<file path="config.mk">
export PLATFORM = sky130hd
export DESIGN_NAME = run_detector_flat
export DESIGN_NICKNAME = d
export VERILOG_FILES = /design/src/rtl/run_det_pkg.sv /design/src/rtl/run_detector_if.sv /design/src/rtl/sat_cnt.sv /design/src/rtl/run_detector.sv /design/src/flat_wrapper.sv
export SDC_FILE = /design/constraint.sdc
export NUM_CORES = 1
export LEC_CHECK = 0
export ABC_CLOCK_PERIOD_IN_PS = 2300
export CORE_ASPECT_RATIO = 0.8
export CORE_UTILIZATION = 30
export CTS_CLUSTER_SIZE = 40
export DETAILED_ROUTE_END_ITERATION = 6
export PLACE_DENSITY = 0.56
export REMOVE_ABC_BUFFERS = 1
export SYNTH_ARGS = -nofsm -noshare
export SYNTH_HDL_FRONTEND = slang
export SYNTH_HIERARCHICAL = 1
export SYNTH_SLANG_ARGS = --single-unit
export TNS_END_PERCENT = 10
</file>
<file path="constraint.sdc">
create_clock -name clk -period 2.3 [get_ports clk]
set_input_delay 0.46 -clock clk [delete_from_list [all_inputs] [get_ports clk]]
set_output_delay 0.46 -clock clk [all_outputs]
set_load 0.02 [all_outputs]
</file>
<file path="src/rtl/run_det_pkg.sv">
// Shared types for the run-length detector: FSM state encoding and width.
package run_det_pkg;

    localparam int STATE_W = 3;

    typedef enum logic [STATE_W-1:0] {
        S_IDLE  = 3'd0,
        S_ONES  = 3'd1,
        S_ZEROS = 3'd2,
        S_HIT1  = 3'd3,
        S_HIT0  = 3'd4
    } run_state_t;

    function automatic logic is_hit(input run_state_t s);
        return (s == S_HIT1) || (s == S_HIT0);
    endfunction

endpackage

</file>
<file path="src/rtl/run_detector_if.sv">
// Sample/control inputs and status outputs of run_detector, grouped as one bus.
interface run_detector_if
    import run_det_pkg::*;
#(
    parameter int CNT_W = 4,
    parameter int EVT_W = 8
);
    logic               en;
    logic               w;
    logic               clr;
    logic               z;
    logic               z_rise;
    logic               run_val;
    logic [CNT_W-1:0]   run_len;
    logic [STATE_W-1:0] state;
    logic [EVT_W-1:0]   evt_cnt;

    modport master (
        output en, w, clr,
        input  z, z_rise, run_val, run_len, state, evt_cnt
    );

    modport slave (
        input  en, w, clr,
        output z, z_rise, run_val, run_len, state, evt_cnt
    );
endinterface

</file>
<file path="src/rtl/sat_cnt.sv">
// Saturating up-counter with clear > load-to-one > increment priority.
module sat_cnt #(
    parameter int W = 4
) (
    input  logic         clk,
    input  logic         rst_n,
    input  logic         inc,
    input  logic         load1,
    input  logic         clr,
    output logic [W-1:0] cnt
);
    localparam logic [W-1:0] CNT_MAX = '1;

    logic [W-1:0] cnt_q;
    logic [W-1:0] cnt_d;

    always_comb begin
        cnt_d = cnt_q;
        if (clr) begin
            cnt_d = '0;
        end else if (load1) begin
            cnt_d = W'(1);
        end else if (inc && (cnt_q != CNT_MAX)) begin
            cnt_d = cnt_q + 1'b1;
        end
    end

    always_ff @(posedge clk or negedge rst_n) begin
        if (!rst_n) begin
            cnt_q <= '0;
        end else begin
            cnt_q <= cnt_d;
        end
    end

    assign cnt = cnt_q;
endmodule

</file>
<file path="src/rtl/run_detector.sv">
// Run-length detector: five-state FSM plus saturating run counter.
// Optional event counter enabled by defining RUN_DETECTOR_EVT_CNT_EN.
module run_detector
    import run_det_pkg::*;
#(
    parameter int ONES_LEN  = 4,
    parameter int ZEROS_LEN = 4,
    parameter int CNT_W     = 4,
    parameter int EVT_W     = 8
) (
    input  logic           clk,
    input  logic           rst_n,
    run_detector_if.slave  bus
);
    // state | meaning
    // S_IDLE  | no sample taken yet (or cleared)
    // S_ONES  | ones run below ONES_LEN
    // S_ZEROS | zeros run below ZEROS_LEN
    // S_HIT1  | ones run at or above ONES_LEN
    // S_HIT0  | zeros run at or above ZEROS_LEN

    if (CNT_W < 1 || ONES_LEN < 1 || ONES_LEN > (2**CNT_W) - 1) begin : g_bad_ones
        $error("run_detector: ONES_LEN out of range for CNT_W");
    end
    if (ZEROS_LEN < 1 || ZEROS_LEN > (2**CNT_W) - 1) begin : g_bad_zeros
        $error("run_detector: ZEROS_LEN out of range for CNT_W");
    end
    if (EVT_W < 1) begin : g_bad_evt
        $error("run_detector: EVT_W must be at least 1");
    end

    localparam logic [CNT_W-1:0] LEN_MAX = '1;
    localparam logic [CNT_W-1:0] ONES_TH = CNT_W'(ONES_LEN);
    localparam logic [CNT_W-1:0] ZERO_TH = CNT_W'(ZEROS_LEN);

    run_state_t       state_q, state_d;
    logic             z_q, z_d;
    logic             z_rise_q, z_rise_d;
    logic             run_val_q, run_val_d;
    logic             len_inc, len_load1, cont;
    logic [CNT_W-1:0] run_len;
    logic [CNT_W-1:0] len_new;

    always_comb begin
        state_d   = state_q;
        run_val_d = run_val_q;
        z_rise_d  = 1'b0;
        len_inc   = 1'b0;
        len_load1 = 1'b0;
        cont      = 1'b0;
        len_new   = run_len;
        if (bus.clr) begin
            state_d   = S_IDLE;
            run_val_d = 1'b0;
        end else if (bus.en) begin
            cont = bus.w ? (state_q == S_ONES  || state_q == S_HIT1)
                         : (state_q == S_ZEROS || state_q == S_HIT0);
            // Mirror the counter's next value so the threshold sees the new length.
            if (cont) begin
                len_inc = 1'b1;
                len_new = (run_len == LEN_MAX) ? LEN_MAX : run_len + 1'b1;
            end else begin
                len_load1 = 1'b1;
                len_new   = CNT_W'(1);
            end
            run_val_d = bus.w;
            if (bus.w) begin
                state_d = (len_new >= ONES_TH) ? S_HIT1 : S_ONES;
            end else begin
                state_d = (len_new >= ZERO_TH) ? S_HIT0 : S_ZEROS;
            end
            z_rise_d = is_hit(state_d) && (state_d != state_q);
        end
        z_d = is_hit(state_d);
    end

    always_ff @(posedge clk or negedge rst_n) begin
        if (!rst_n) begin
            state_q   <= S_IDLE;
            z_q       <= 1'b0;
            z_rise_q  <= 1'b0;
            run_val_q <= 1'b0;
        end else begin
            state_q   <= state_d;
            z_q       <= z_d;
            z_rise_q  <= z_rise_d;
            run_val_q <= run_val_d;
        end
    end

    sat_cnt #(.W(CNT_W)) u_run_len (
        .clk   (clk),
        .rst_n (rst_n),
        .inc   (len_inc),
        .load1 (len_load1),
        .clr   (bus.clr),
        .cnt   (run_len)
    );

`ifdef RUN_DETECTOR_EVT_CNT_EN
    sat_cnt #(.W(EVT_W)) u_evt_cnt (
        .clk   (clk),
        .rst_n (rst_n),
        .inc   (z_rise_d),
        .load1 (1'b0),
        .clr   (1'b0),
        .cnt   (bus.evt_cnt)
    );
`else
    assign bus.evt_cnt = '0;
`endif

    assign bus.z       = z_q;
    assign bus.z_rise  = z_rise_q;
    assign bus.run_val = run_val_q;
    assign bus.run_len = run_len;
    assign bus.state   = state_q;
endmodule

</file>
<file path="src/flat_wrapper.sv">
// flat-port wrapper written by rule: the top's interface ports become plain ports
module run_detector_flat import run_det_pkg::*;
#(
    parameter int ONES_LEN  = 4,
    parameter int ZEROS_LEN = 4,
    parameter int CNT_W     = 4,
    parameter int EVT_W     = 8
)
  (clk, rst_n, bus_en, bus_w, bus_clr, bus_z, bus_z_rise, bus_run_val, bus_run_len, bus_state, bus_evt_cnt);
  run_detector_if #(.CNT_W(CNT_W), .EVT_W(EVT_W)) bus_i ();
  input  logic clk;
  input  logic rst_n;
  input wire logic [$bits(bus_i.en)-1:0] bus_en;
  input wire logic [$bits(bus_i.w)-1:0] bus_w;
  input wire logic [$bits(bus_i.clr)-1:0] bus_clr;
  output wire logic [$bits(bus_i.z)-1:0] bus_z;
  output wire logic [$bits(bus_i.z_rise)-1:0] bus_z_rise;
  output wire logic [$bits(bus_i.run_val)-1:0] bus_run_val;
  output wire logic [$bits(bus_i.run_len)-1:0] bus_run_len;
  output wire logic [$bits(bus_i.state)-1:0] bus_state;
  output wire logic [$bits(bus_i.evt_cnt)-1:0] bus_evt_cnt;
  assign bus_i.en = bus_en;
  assign bus_i.w = bus_w;
  assign bus_i.clr = bus_clr;
  assign bus_z = bus_i.z;
  assign bus_z_rise = bus_i.z_rise;
  assign bus_run_val = bus_i.run_val;
  assign bus_run_len = bus_i.run_len;
  assign bus_state = bus_i.state;
  assign bus_evt_cnt = bus_i.evt_cnt;
  run_detector #(.ONES_LEN(ONES_LEN), .ZEROS_LEN(ZEROS_LEN), .CNT_W(CNT_W), .EVT_W(EVT_W)) u_core (.clk(clk), .rst_n(rst_n), .bus(bus_i));
endmodule
</file>
; ---- Word level (Yosys, flattened, before mapping)
; Index checks and enable logic that the tools add are counted.
[totals]
output_inout_bits = 18
regBits = 10
[op_classes]
add_sub_neg = 1
eq_ne = 11
muxes = 25
magnitude_cmp = 1
n_reduce_logical = 8
[ops]
columns = op, n
row1 = $mux 4, 7
row2 = $mux 3, 6
row3 = $eq 3x2->1 const B, 4
row4 = $mux 1, 11
row5 = $eq 3x3->1 const B, 3
row6 = $add 4x1->4 const B, 1
row7 = $eq 4x4->1 const B, 1
row8 = $ge 4x3->1 const B, 1
row9 = $logic_or 1x1->1, 4
row10 = $ne 4x4->1 const B, 1
row11 = $eq 3x1->1 const B, 1
row12 = $ne 3x3->1, 1
row13 = $reduce_bool 3->1, 1
row14 = $logic_and 1x1->1, 2
row15 = $mux 2, 1
row16 = $reduce_bool 2->1, 1

; ---- Longest topological paths before layout
[logic_depth]
word_depth = 16
ltp_mapped = 7
ltp_nobuf = 7

; ---- Modules after synthesis
; Netlist, hierarchy kept.
[by_module_without_submodules]
columns = module, n_inst, area_each_um2, seq_area_each_um2, cells_per_inst
row1 = run_detector, 1, 442.9, 150.1, 45
row2 = sat_cnt, 1, 215.2, 100.1, 22

; ---- Least setup slack after synthesis
; OpenSTA, ideal clock, no wires.
[synth_timing]
kind = reg2reg
from = register u_core.state_q[0], in the netlist u_core/bus.state[0]
to = register u_core.z_q, in the netlist u_core/bus.z
path_stages_with_launch = 8
path_slack_ps = 252
t_required_ps = 2182
n_path_buf = 0
period_less_slack_ps = 2048
setup_time_ps = 118
t_arrival_ps = 1930
path_cell_list = dfrtp_1 or2_2 o22a_1 nor2_1 ha_1 mux2i_1 and2b_1 a21o_1
[synth_via]
elab_chain_cells = 15
word_cells_on_any_way = 21
[synth_lines]
columns = element, line_no
row1 = "start, declared", run_detector.sv:36  ; run_state_t state_q, state_d;
row2 = "start signal, assigned", run_detector.sv:84  ; state_q <= state_d;
row3 = "$eq 3x2->1, or another cell as far along", run_detector.sv:57  ; : (state_q == S_ZEROS || state_q == S_HIT0);
row4 = "$logic_or 1x1->1, on equally long branches", "run_detector.sv:57, run_detector.sv:56"
row5 = $mux 1, run_detector.sv:56  ; cont = bus.w ? (state_q == S_ONES || state_q == S_HIT1)
row6 = $mux 4, run_detector.sv:59  ; if (cont) begin
row7 = $mux 4, run_detector.sv:55  ; end else if (bus.en) begin
row8 = $mux 4, run_detector.sv:52  ; if (bus.clr) begin
row9 = $ge 4x3->1, "run_detector.sv:68, run_detector.sv:70"
row10 = $mux 3 or $mux 2 (tied branches), "run_detector.sv:70, run_detector.sv:68"
row11 = $mux 3, run_detector.sv:67  ; if (bus.w) begin
row12 = $mux 3, run_detector.sv:55
row13 = $mux 3, run_detector.sv:52
row14 = $mux 3 (*), run_detector.sv:55
row15 = $mux 3 (*), run_detector.sv:52
row16 = $eq 3x2->1 or $eq 3x3->1 (tied branches), run_det_pkg.sv:15  ; return (s == S_HIT1) || (s == S_HIT0);
row17 = $logic_or 1x1->1 (*), run_det_pkg.sv:15
row18 = net u_core.z_d, run_detector.sv:37  ; logic z_q, z_d;
row19 = "end signal, assigned", run_detector.sv:85  ; z_q <= z_d;
row20 = "end, declared", run_detector.sv:37
; The timed path passes the listed nets; every way through them passes the cells marked *. The select of a mux whose other input is x is not followed.
; A chain may end at the register's enable or synchronous reset.

; ---- Final worst setup path
; Ends and elaborated chain as after synthesis.

==> results.ini <==
[status]
status=finished, final reports clean

[timing]
setup_viol=0
min_period_ns=1.99
fmax_mhz=502
fin_skew_ns=0.00435
drv_slew=0
rsz0062_at_grt=no
setup_slack_ns=0.306
hold_viol_final=0
min_period_over_period_pct=86.7

[route]
ant_nets=0
vias=534
routed_wirelength_mm=1.27
drc=0
viasPerCell=4.53
drt_iter0_drc=9
firstDrtPassIters=4
wl_per_cell_um=10.8

[global_routing]
grt_use_total_pct=12.4
grt_max_degree=11
grt-ovfl-total=0
grt_pass1_vias=483
grt_first_pass_wirelength_mm=2.08
antenna_found_initial=0

[synth]
synth.yosys.seq_area_share_pct=38.0
synth_common_cells=dfrtp_1 (10), nor2_1 (9), buf_4 (8)
synth.distinct_cells=30
synth_ff_type=dfrtp_1
ys_warn_count=6
synth_most_common_cell=dfrtp_1
avgSynthCellArea_sq_um=9.82
synth_area_leaders=dfrtp_1 (38%), buf_4 (9.1%), ha_1 (7.6%), mux2i_1 (6.1%), nor2_1 (5.1%)
async_flop_share_pct=100
yosysTopAreaCellShare_pct=38.0
synth_area_sq_um=658
synth.largest_area_cell=dfrtp_1
synth_edf_count=0
ys_seq_elements=10
syn_inst=67

[cts]
worstSkewPairLatency_ns=0.27
cts_tree=done
cts_made_buffers=3
clk_pin_slew_ns=0.07
clockBufferDepth=2
hold_buffers=0
clockRootBuffer=clkbuf_4
h-tree-depth=1
cts_sinks=10

[floorplan]
die_w_um=54.4
die_h_um=43.9
ios=23
dieArea_sq_mm=0.00239
initial_core_util_pct=33.2
placement_rows=14
core-area_sq_mm=0.00198

[place]
dp_cells=114
pre_cts_slack_ns=-0.262
detailed_place_hpwl_um=980
gp_congestion=0.852
dpl_cell_area_sq_um=866
numPortBuffers=14

[power]
power_density_mw_per_mm2=472
p_leak_nw=0.450
total_power_w=0.000430
vdd_drop_max_uv=255

[worst_hold_path]
hold_path.class=primary input to async pin

[run]
maxCapViolCount=0

[setup_path]
cpPeakStageDelay_ns=0.41
cp_slowest_cell=dfrtp_1
crit_buf_inv=0
cp-end-kind=flop
start_kind=flop
crit_fanout=4
crit_family=simple AND/OR/NAND/NOR gates
crit_required_ns=2.46
path_cells=or2_2 > o22a_1 > nor2_2 > ha_1 > mux2i_2 > and2b_1 > a21o_1
arrival_ns=2.16
path_class=flop to flop

[final_layout]
area_delta_synth_final_pct=38.4
layout.filler_cells=181
post-route-util_pct=46.0
antenna_cells=0
fin_cells=118
final_nets=104
drive_above_1_share_pct=21.3
design_area_sq_um=911

## through the flow
stage	TNS, ns	hold slack [ns]
2_1_floorplan	0	0.164
3_3_place_gp	-0.364	0.527
6_report	0	0.515
5_1_grt	0	0.549
4_1_cts	0	0.530
3_5_place_dp	-0.555	0.523
## per-layer routing
layer	track usage [%]	routed length [um]	vias to the layer above	part of all wire, %
met3	4.21	62	2	4.9
met5	0	0	-	0
met1	17.4	660	243	52
met2	17.3	535	17	42
li1	-	-	272	-
met4	4.62	15	0	1.2
## layout by cell type (no fill, tap or decap), drive strengths merged
cell type      synthesis  final
and3                   1      1
xor2                   2      2
nor3                   1      1
a211oi                 2      2
a31oi                  1      1
or2                    1      1
and4bb                 1      1
nor2                   9      9
nand2                  3      3
o21ai                  1      1
xnor2                  1      1
or2b                   1      1
dfrtp                 10     10
o22a                   1      1
o31ai                  1      1
clkbuf                 0      4
clkdlybuf4s50          0     13
a21o                   1      1
nand4b                 1      1
ha                     4      4
a21oi                  1      1
or3                    1      1
nand4                  1      1
inv                    3      3
o41ai                  1      1
mux2i                  4      4
buf                    9     11
o211ai                 2      2
and3b                  1      1
dlymetal6s2s           0      1
conb                   1      8
and2b                  1      1
## state kept, by name (all words and copies together) (netlist names)
register	flops
u_core/u_run_len/cnt	4
u_core/bus.state	3
u_core/bus.z_rise	1
u_core/bus.z	1
u_core/bus.run_val	1
## area by class of cell
cell class,count,area (sq um),share of cell area [%]
multi-input cells,52,358,39.3
flip-flops and latches,10,250,27.5
repair buffers,25,225,24.7
clock buffers,4,36.3,3.98
well taps,24,30.0,3.30
inverters,3,11.3,1.24
## kinds of logic after synthesis
family                     count (synthesis)  share of synthesized area, %
and+or+nand+nor                           22                          19.2
adders and majority gates                  4                          7.60
DFF                                       10                          38.0
other                                      1                         0.570
muxes                                      4                          6.08
xor gates and xnor gates                   3                          3.99
AOI/OAI and AO/OA                         11                          12.0
buffers and inverters                     12                          12.5
## power breakdown
part / total [W] / leakage [nW] / switching, W / internal, W
combinational: 0.0000823 / 0.292 / 0.0000448 / 0.0000376
clock: 0.000161 / 0.0210 / 0.0000653 / 0.0000961
sequential: 0.000186 / 0.137 / 0.00000536 / 0.000181
total: 0.000430 / 0.450 / 0.000115 / 0.000314
## path summary, 6_finish.rpt
kind                                startpoint                      end  slack, ns  cells past startpoint
max reg2reg                u_core/bus.state[0]             u_core/bus.z       0.31                      7
min reg2reg                 u_core/bus.run_val       u_core/bus.run_val       0.54                      2
max                        u_core/bus.state[0]             u_core/bus.z       0.31                      7
max in group asynchronous                rst_n  u_core/u_run_len/cnt[0]       1.46                      1
min in group clk            u_core/bus.run_val       u_core/bus.run_val       0.54                      2
min                                      rst_n  u_core/u_run_len/cnt[1]       0.52                      1
## repair_timing
| action | 4_1_cts | 5_1_grt |
|---|---|---|
| gates resized for setup | 0 | 3 |
| buffers inserted | 0 | 0 |
| hold endpoints to repair | 0 | 0 |
| endpoints found under the setup margin | 0 | 1 |
Power figures use the tool's default switching activity.
